<file path="src/rtl/vga_rect_plotter.sv">
// vga_rect_plotter
//   Rectangle raster engine for the DESim VGA pixel interface. A command
//   (position, size, colour, mode) is latched on start. It is clipped against
//   the H_RES x V_RES screen and then scanned in row-major order, one pixel
//   per clock.
//
// Ports
//   CLOCK_50           rising-edge system clock
//   reset              synchronous, active-high reset
//   start              command strobe, honoured only when idle
//   mode               0 fill, 1 clear screen, 2 outline, 3 fill
//   x0, y0             top-left corner of the rectangle
//   width, height      rectangle size in pixels
//   color              draw colour
//   busy               command in progress
//   done               one-cycle completion pulse
//   VGA_X, VGA_Y       current pixel coordinate
//   VGA_COLOR          current pixel colour
//   plot               pixel write strobe
module vga_rect_plotter #(
    parameter int H_RES   = 640,
    parameter int V_RES   = 480,
    parameter int X_W     = 10,
    parameter int Y_W     = 9,
    parameter int COLOR_W = 24
) (
    input  logic               CLOCK_50,
    input  logic               reset,
    input  logic               start,
    input  logic [1:0]         mode,
    input  logic [X_W-1:0]     x0,
    input  logic [Y_W-1:0]     y0,
    input  logic [X_W:0]       width,
    input  logic [Y_W:0]       height,
    input  logic [COLOR_W-1:0] color,
    output logic               busy,
    output logic               done,
    output logic [X_W-1:0]     VGA_X,
    output logic [Y_W-1:0]     VGA_Y,
    output logic [COLOR_W-1:0] VGA_COLOR,
    output logic               plot
);

    typedef enum logic [1:0] {IDLE, CLIP, DRAW, DONE} state_t;

    localparam logic [X_W:0]   H_LIM  = (X_W+1)'(H_RES);
    localparam logic [Y_W:0]   V_LIM  = (Y_W+1)'(V_RES);
    localparam logic [X_W:0]   X_ONE  = (X_W+1)'(1);
    localparam logic [Y_W:0]   Y_ONE  = (Y_W+1)'(1);
    localparam logic [X_W-1:0] X_STEP = X_W'(1);
    localparam logic [Y_W-1:0] Y_STEP = Y_W'(1);

    state_t state, state_next;

    // Latched command.
    logic [X_W-1:0]     cmd_x0;
    logic [Y_W-1:0]     cmd_y0;
    logic [X_W:0]       cmd_w;
    logic [Y_W:0]       cmd_h;
    logic [COLOR_W-1:0] cmd_color;
    logic               outline;

    // Clipped scan limits and scan counters.
    logic [X_W:0]       x_last;
    logic [Y_W:0]       y_last;
    logic [X_W-1:0]     x_cnt;
    logic [Y_W-1:0]     y_cnt;

    logic [X_W:0]       x_room, x_end, x_off;
    logic [Y_W:0]       y_room, y_end, y_off;
    logic               empty, edge_hit, x_wrap, y_wrap;

    logic               busy_next, done_next, plot_next;
    logic [X_W-1:0]     vga_x_next;
    logic [Y_W-1:0]     vga_y_next;
    logic [COLOR_W-1:0] vga_color_next;

    // Clipping is done as "width > room left on screen" rather than by adding
    // first, so x0+width can never wrap the X_W+1 bit arithmetic. The room
    // value is garbage when x0 >= H_RES, but that case is rejected as empty.
    always_comb begin
        x_room   = H_LIM - {1'b0, cmd_x0};
        y_room   = V_LIM - {1'b0, cmd_y0};
        x_end    = (cmd_w > x_room) ? H_LIM : ({1'b0, cmd_x0} + cmd_w);
        y_end    = (cmd_h > y_room) ? V_LIM : ({1'b0, cmd_y0} + cmd_h);
        empty    = (cmd_w == '0) || (cmd_h == '0) ||
                   ({1'b0, cmd_x0} >= H_LIM) || ({1'b0, cmd_y0} >= V_LIM);

        // Far edges are found from the offset into the rectangle against the
        // unclipped size, so a clipped edge never matches and nothing wraps.
        x_off    = {1'b0, x_cnt} - {1'b0, cmd_x0};
        y_off    = {1'b0, y_cnt} - {1'b0, cmd_y0};
        edge_hit = (x_cnt == cmd_x0) || (x_off == cmd_w - X_ONE) ||
                   (y_cnt == cmd_y0) || (y_off == cmd_h - Y_ONE);

        x_wrap   = ({1'b0, x_cnt} == x_last);
        y_wrap   = ({1'b0, y_cnt} == y_last);
    end

    // NOTE: every signal gets a default before the case so no path leaves one
    // unassigned, which would otherwise infer a latch.
    always_comb begin
        state_next     = state;
        busy_next      = 1'b0;
        done_next      = 1'b0;
        plot_next      = 1'b0;
        vga_x_next     = VGA_X;
        vga_y_next     = VGA_Y;
        vga_color_next = VGA_COLOR;
        case (state)
            IDLE: begin
                if (start) begin
                    state_next = CLIP;
                    busy_next  = 1'b1;
                end
            end
            CLIP: begin
                busy_next  = 1'b1;
                state_next = empty ? DONE : DRAW;
            end
            DRAW: begin
                busy_next      = 1'b1;
                plot_next      = !outline || edge_hit;
                vga_x_next     = x_cnt;
                vga_y_next     = y_cnt;
                vga_color_next = cmd_color;
                if (x_wrap && y_wrap) begin
                    state_next = DONE;
                end
            end
            DONE: begin
                done_next  = 1'b1;
                state_next = IDLE;
            end
            default: state_next = IDLE;
        endcase
    end

    // NOTE: sequential state uses non-blocking assignments so every register
    // samples the pre-edge values, independent of statement order.
    always_ff @(posedge CLOCK_50) begin
        if (reset) begin
            state     <= IDLE;
            busy      <= 1'b0;
            done      <= 1'b0;
            plot      <= 1'b0;
            VGA_X     <= '0;
            VGA_Y     <= '0;
            VGA_COLOR <= '0;
        end else begin
            state     <= state_next;
            busy      <= busy_next;
            done      <= done_next;
            plot      <= plot_next;
            VGA_X     <= vga_x_next;
            VGA_Y     <= vga_y_next;
            VGA_COLOR <= vga_color_next;
        end
    end

    // NOTE: the command and scan registers have no reset. Each one is loaded
    // in IDLE or CLIP before DRAW reads it, so its power-up value is never seen.
    always_ff @(posedge CLOCK_50) begin
        case (state)
            IDLE: begin
                if (start) begin
                    if (mode == 2'd1) begin
                        cmd_x0 <= '0;
                        cmd_y0 <= '0;
                        cmd_w  <= H_LIM;
                        cmd_h  <= V_LIM;
                    end else begin
                        cmd_x0 <= x0;
                        cmd_y0 <= y0;
                        cmd_w  <= width;
                        cmd_h  <= height;
                    end
                    cmd_color <= color;
                    outline   <= (mode == 2'd2);
                end
            end
            CLIP: begin
                x_last <= x_end - X_ONE;
                y_last <= y_end - Y_ONE;
                x_cnt  <= cmd_x0;
                y_cnt  <= cmd_y0;
            end
            DRAW: begin
                if (x_wrap) begin
                    x_cnt <= cmd_x0;
                    y_cnt <= y_cnt + Y_STEP;
                end else begin
                    x_cnt <= x_cnt + X_STEP;
                end
            end
            default: ;
        endcase
    end

endmodule

</file>
<file path="config.mk">
export PLATFORM = sky130hd
export DESIGN_NAME = vga_rect_plotter
export DESIGN_NICKNAME = d
export VERILOG_FILES = /design/src/rtl/vga_rect_plotter.sv
export SDC_FILE = /design/constraint.sdc
export NUM_CORES = 1
export LEC_CHECK = 0
export ABC_CLOCK_PERIOD_IN_PS = 5370
export BUFFER_PORTS_ARGS = -buffer_cell sky130_fd_sc_hd__buf_2
export CORE_MARGIN = 2
export CORE_UTILIZATION = 33
export CTS_CLUSTER_SIZE = 10
export DETAILED_ROUTE_END_ITERATION = 12
export GPL_ROUTABILITY_DRIVEN = 0
export HOLD_SLACK_MARGIN = 0.03
export SLEW_MARGIN = 25
export SYNTH_ARGS = -nofsm -noshare
export SYNTH_HDL_FRONTEND = slang
export SYNTH_SLANG_ARGS = --single-unit
</file>
<file path="constraint.sdc">
create_clock -name CLOCK_50 -period 5.37 [get_ports CLOCK_50]
set_input_delay 1.074 -clock CLOCK_50 [delete_from_list [all_inputs] [get_ports CLOCK_50]]
set_output_delay 1.074 -clock CLOCK_50 [all_outputs]
set_load 0.01 [all_outputs]
</file>
==> results.md <==
* Outcome: finished, final reports clean
* WS Path Type: flip-flop to flip-flop
* Cell Pwr Density at 570.1 nW/um2
* Die area at 29,480 um2
* Final hold viol count at 0
* # IOs at 115
* All-Layer GR Usage at 16.03%
* Diodes inserted at 0
* Core region area at 27,710 um2
* Critical Path, Cell by Cell: nor4_1 -> nand4_1 -> a21oi_1 -> xnor2_1 -> ha_1 -> nand4_1 -> nor2_1 -> o21a_1 -> a2bb2oi_1 -> buf_4 -> nand2b_1 -> ha_1 -> a21boi_0 -> o2111ai_1 -> xnor2_1 -> xnor2_1 -> nor2_1
* Number of gates resized after CTS at 0
* Netlist Area Pre-Place at 9281 um2
* Die H at 171.7 um
* Critical path startpoint category: flip-flop
* Period utilization at 78.81%
* Max incr delay on CP at 0.54 ns
* Starting density of the core at 33.50%
* F_max at 236.3 MHz
* Global route total overflow at 0
* Pins Over Slew Limit at 0
* Hpwl dp at 17,350 um
* WL per Instance at 16.20 um
* Slew @ Worst Pin at 1.001 ns
* Seq cells post-synth at 153
* DR iter-0 viols at 514
* CP max-delay cell: nor4_1
* TNS Setup at 0 ns
* Min cycle time layout at 4.232 ns
* HP Class: flip-flop to flip-flop
* Clock Skew at 0.01706 ns
* Antenna-violating nets left at 0
* FP Rows at 61
* Crit-path max FO at 13
* Nature of the critical path endpoint: flip-flop
* Cells after synthesis at 905
* Root buffer cell: clkbuf_16
* VDD IR max at 0.3058 mV
* Final net count at 1,166
* Slew HR at 33.29%
* Asr flop ratio synth at 0%
* Worst EP required at 5.55 ns
* Num CTS Buffers at 17
* Share of cells above drive strength 1 at 16.36%
* Max-Cap Viols at 0
* Skew-Pair Late Insertion Delay at 0.43 ns
* Yosys Warn Count at 0
* Commonest cells after routing, fill and taps aside: 114 x buf_2, 105 x edfxtp_1, 104 x nor2_1, 78 x xnor2_1, 70 x ha_1
* Top FF cell, synth: edfxtp_1
* RSZ-0062 raised after global routing: no
* Post-CTS Hold Fix Bufs at 0
* DR vias/cell at 5.000
* Clock sink total at 153
* Leakage at 4.344 nW
* Number of synthesized flops with an enable pin at 105
* CTS tree: yes
* Initial antenna violation count at 0
* Worst path most repeated cell: xnor2_1
* Drt pass-1 iters at 6
* CTS clk-pin slew, worst paths at 0.06 ns
* Layout area overhead at 17.82%
* Routed Wire Length at 22,860 um
* Vias in the first global route at 6,802
* CP top delay family: simple AND/OR/NAND/NOR gates
* DR DRC count at 0
* Via Count at 7,055
* Longest Clk Path Bufs at 2
* Buffers added on ports at 114
* Yosys cell types at 59
* Register area share after synthesis at 44.32%
* Inst Count DP at 1,380
* Mean Syn Cell Area at 10.26 um2
* Final setup fails at 0
* Fillers at 2,714
* Bufs and invs on worst path at 1
* Die X-Extent at 171.7 um
* Mapped Nets at 1,050
* Largest net degree at the start of global routing at 49
* First-pass GRT wire length at 36,560 um
* Non-filler cells, final at 1,411
* Commonest non-fill, non-tap cell in the layout: buf_2
* Critical path arrival at 4.41 ns
* H-tree levels at 4
* Post CTS Setup Buffer Count at 0
[synth_stat cells, types with 32 or more instances]
master    number  share of area, %
a21oi_1       35               1.9
nand2_1       44               1.8
xnor2_1       78               7.4
ha_1          72               9.7
xor2_1        32               3.0
nor2_1       104               4.2
dfxtp_1       48                10
mux2i_1       47               5.1
inv_1         40               1.6
edfxtp_1     105                34
and2_1        36               2.4
[worst register-to-register path, stage by stage (launching register included)]
cell and delay, ns:
edfxtp_1 0.47, nor4_1 0.54, nand4_1 0.26, a21oi_1 0.23, xnor2_1 0.10, ha_1 0.31, nand4_1 0.12, nor2_1 0.15
o21a_1 0.17, a2bb2oi_1 0.18, buf_4 0.19, nand2b_1 0.12, ha_1 0.29, a21boi_0 0.28, o2111ai_1 0.17, xnor2_1 0.20
xnor2_1 0.13, nor2_1 0.06
[registers in the layout (all words and copies together), names as in the netlist]
register,cells
plot,1
cmd_w,11
VGA_Y,9
cmd_h,10
VGA_X,10
y_cnt,9
outline,1
busy,1
done,1
cmd_color,24
x_cnt,10
VGA_COLOR,24
cmd_y0,9
x_last,11
y_last,10
cmd_x0,10
state,2
[power by group]
part	switching [mW]	total, mW	internal (mW)
Sequential	0.404	2.14	1.73
Combinational	1.56	2.83	1.27
Clock	0.502	1.27	0.770
[logic make-up after synthesis]
family / after synthesis / synth area share (%)
AO/OA/AOI/OAI: 137 / 9.706
XOR/XNOR: 110 / 10.38
adder cells (fa/ha/maj): 76 / 10.57
buffers and inverters: 62 / 2.507
flip-flops: 153 / 44.32
multiplexers: 50 / 5.433
AND/OR/NAND/NOR: 317 / 17.08
[final cells by class]
cell class                      instances  area (um2)  area share, %
Clock buffer                           21       503.0          4.600
Clock inverter                         10       126.4          1.156
Inverter                               40       150.1          1.373
Multi-Input combinational cell        690        4957          45.33
Sequential cell                       153        4114          37.62
Tap cell                              378       473.0          4.325
Timing Repair Buffer                  119       611.8          5.595
[path summary, 6_finish.rpt]
kind                                 from                          to  slack, ns  depth (start not counted)
setup / recovery  cmd_x0[5]$_SDFFCE_PN0P_        x_last[10]$_DFFE_PP_       1.14                         17
hold / removal    cmd_color[16]$_DFFE_PP_  VGA_COLOR[16]$_SDFFE_PP0N_       0.48                          2
setup reg to reg  cmd_x0[5]$_SDFFCE_PN0P_        x_last[10]$_DFFE_PP_       1.14                         17
hold reg to reg   cmd_color[16]$_DFFE_PP_  VGA_COLOR[16]$_SDFFE_PP0N_       0.48                          2
[stage by stage]
step / total power [mW] / hold slack, ns / instance area, um2 / util (%) / setup slack [ns]
final: 6.234 / 0.4785 / 10940 / 39.47 / 1.138
after global routing: 6.700 / 0.5011 / 10940 / 39.47 / 0.6588
after CTS: 6.266 / 0.4837 / 10930 / 39.44 / 1.074
after detailed placement: 4.971 / 0.4777 / 10300 / 37.17 / 1.094
after global placement: 4.933 / 0.4591 / 10290 / 37.13 / 1.296
after floorplan: 4.218 / 0.4568 / 9281 / - / 1.471
[per-layer routing]
layer,global-route usage (%),routed length (um),vias up
met5,0,0,-
met4,4.864,310,0
met3,3.981,1802,22
met2,24.55,9958,234
met1,22.24,10780,3308
li1,-,-,3491
Power figures use the tool's default switching activity.
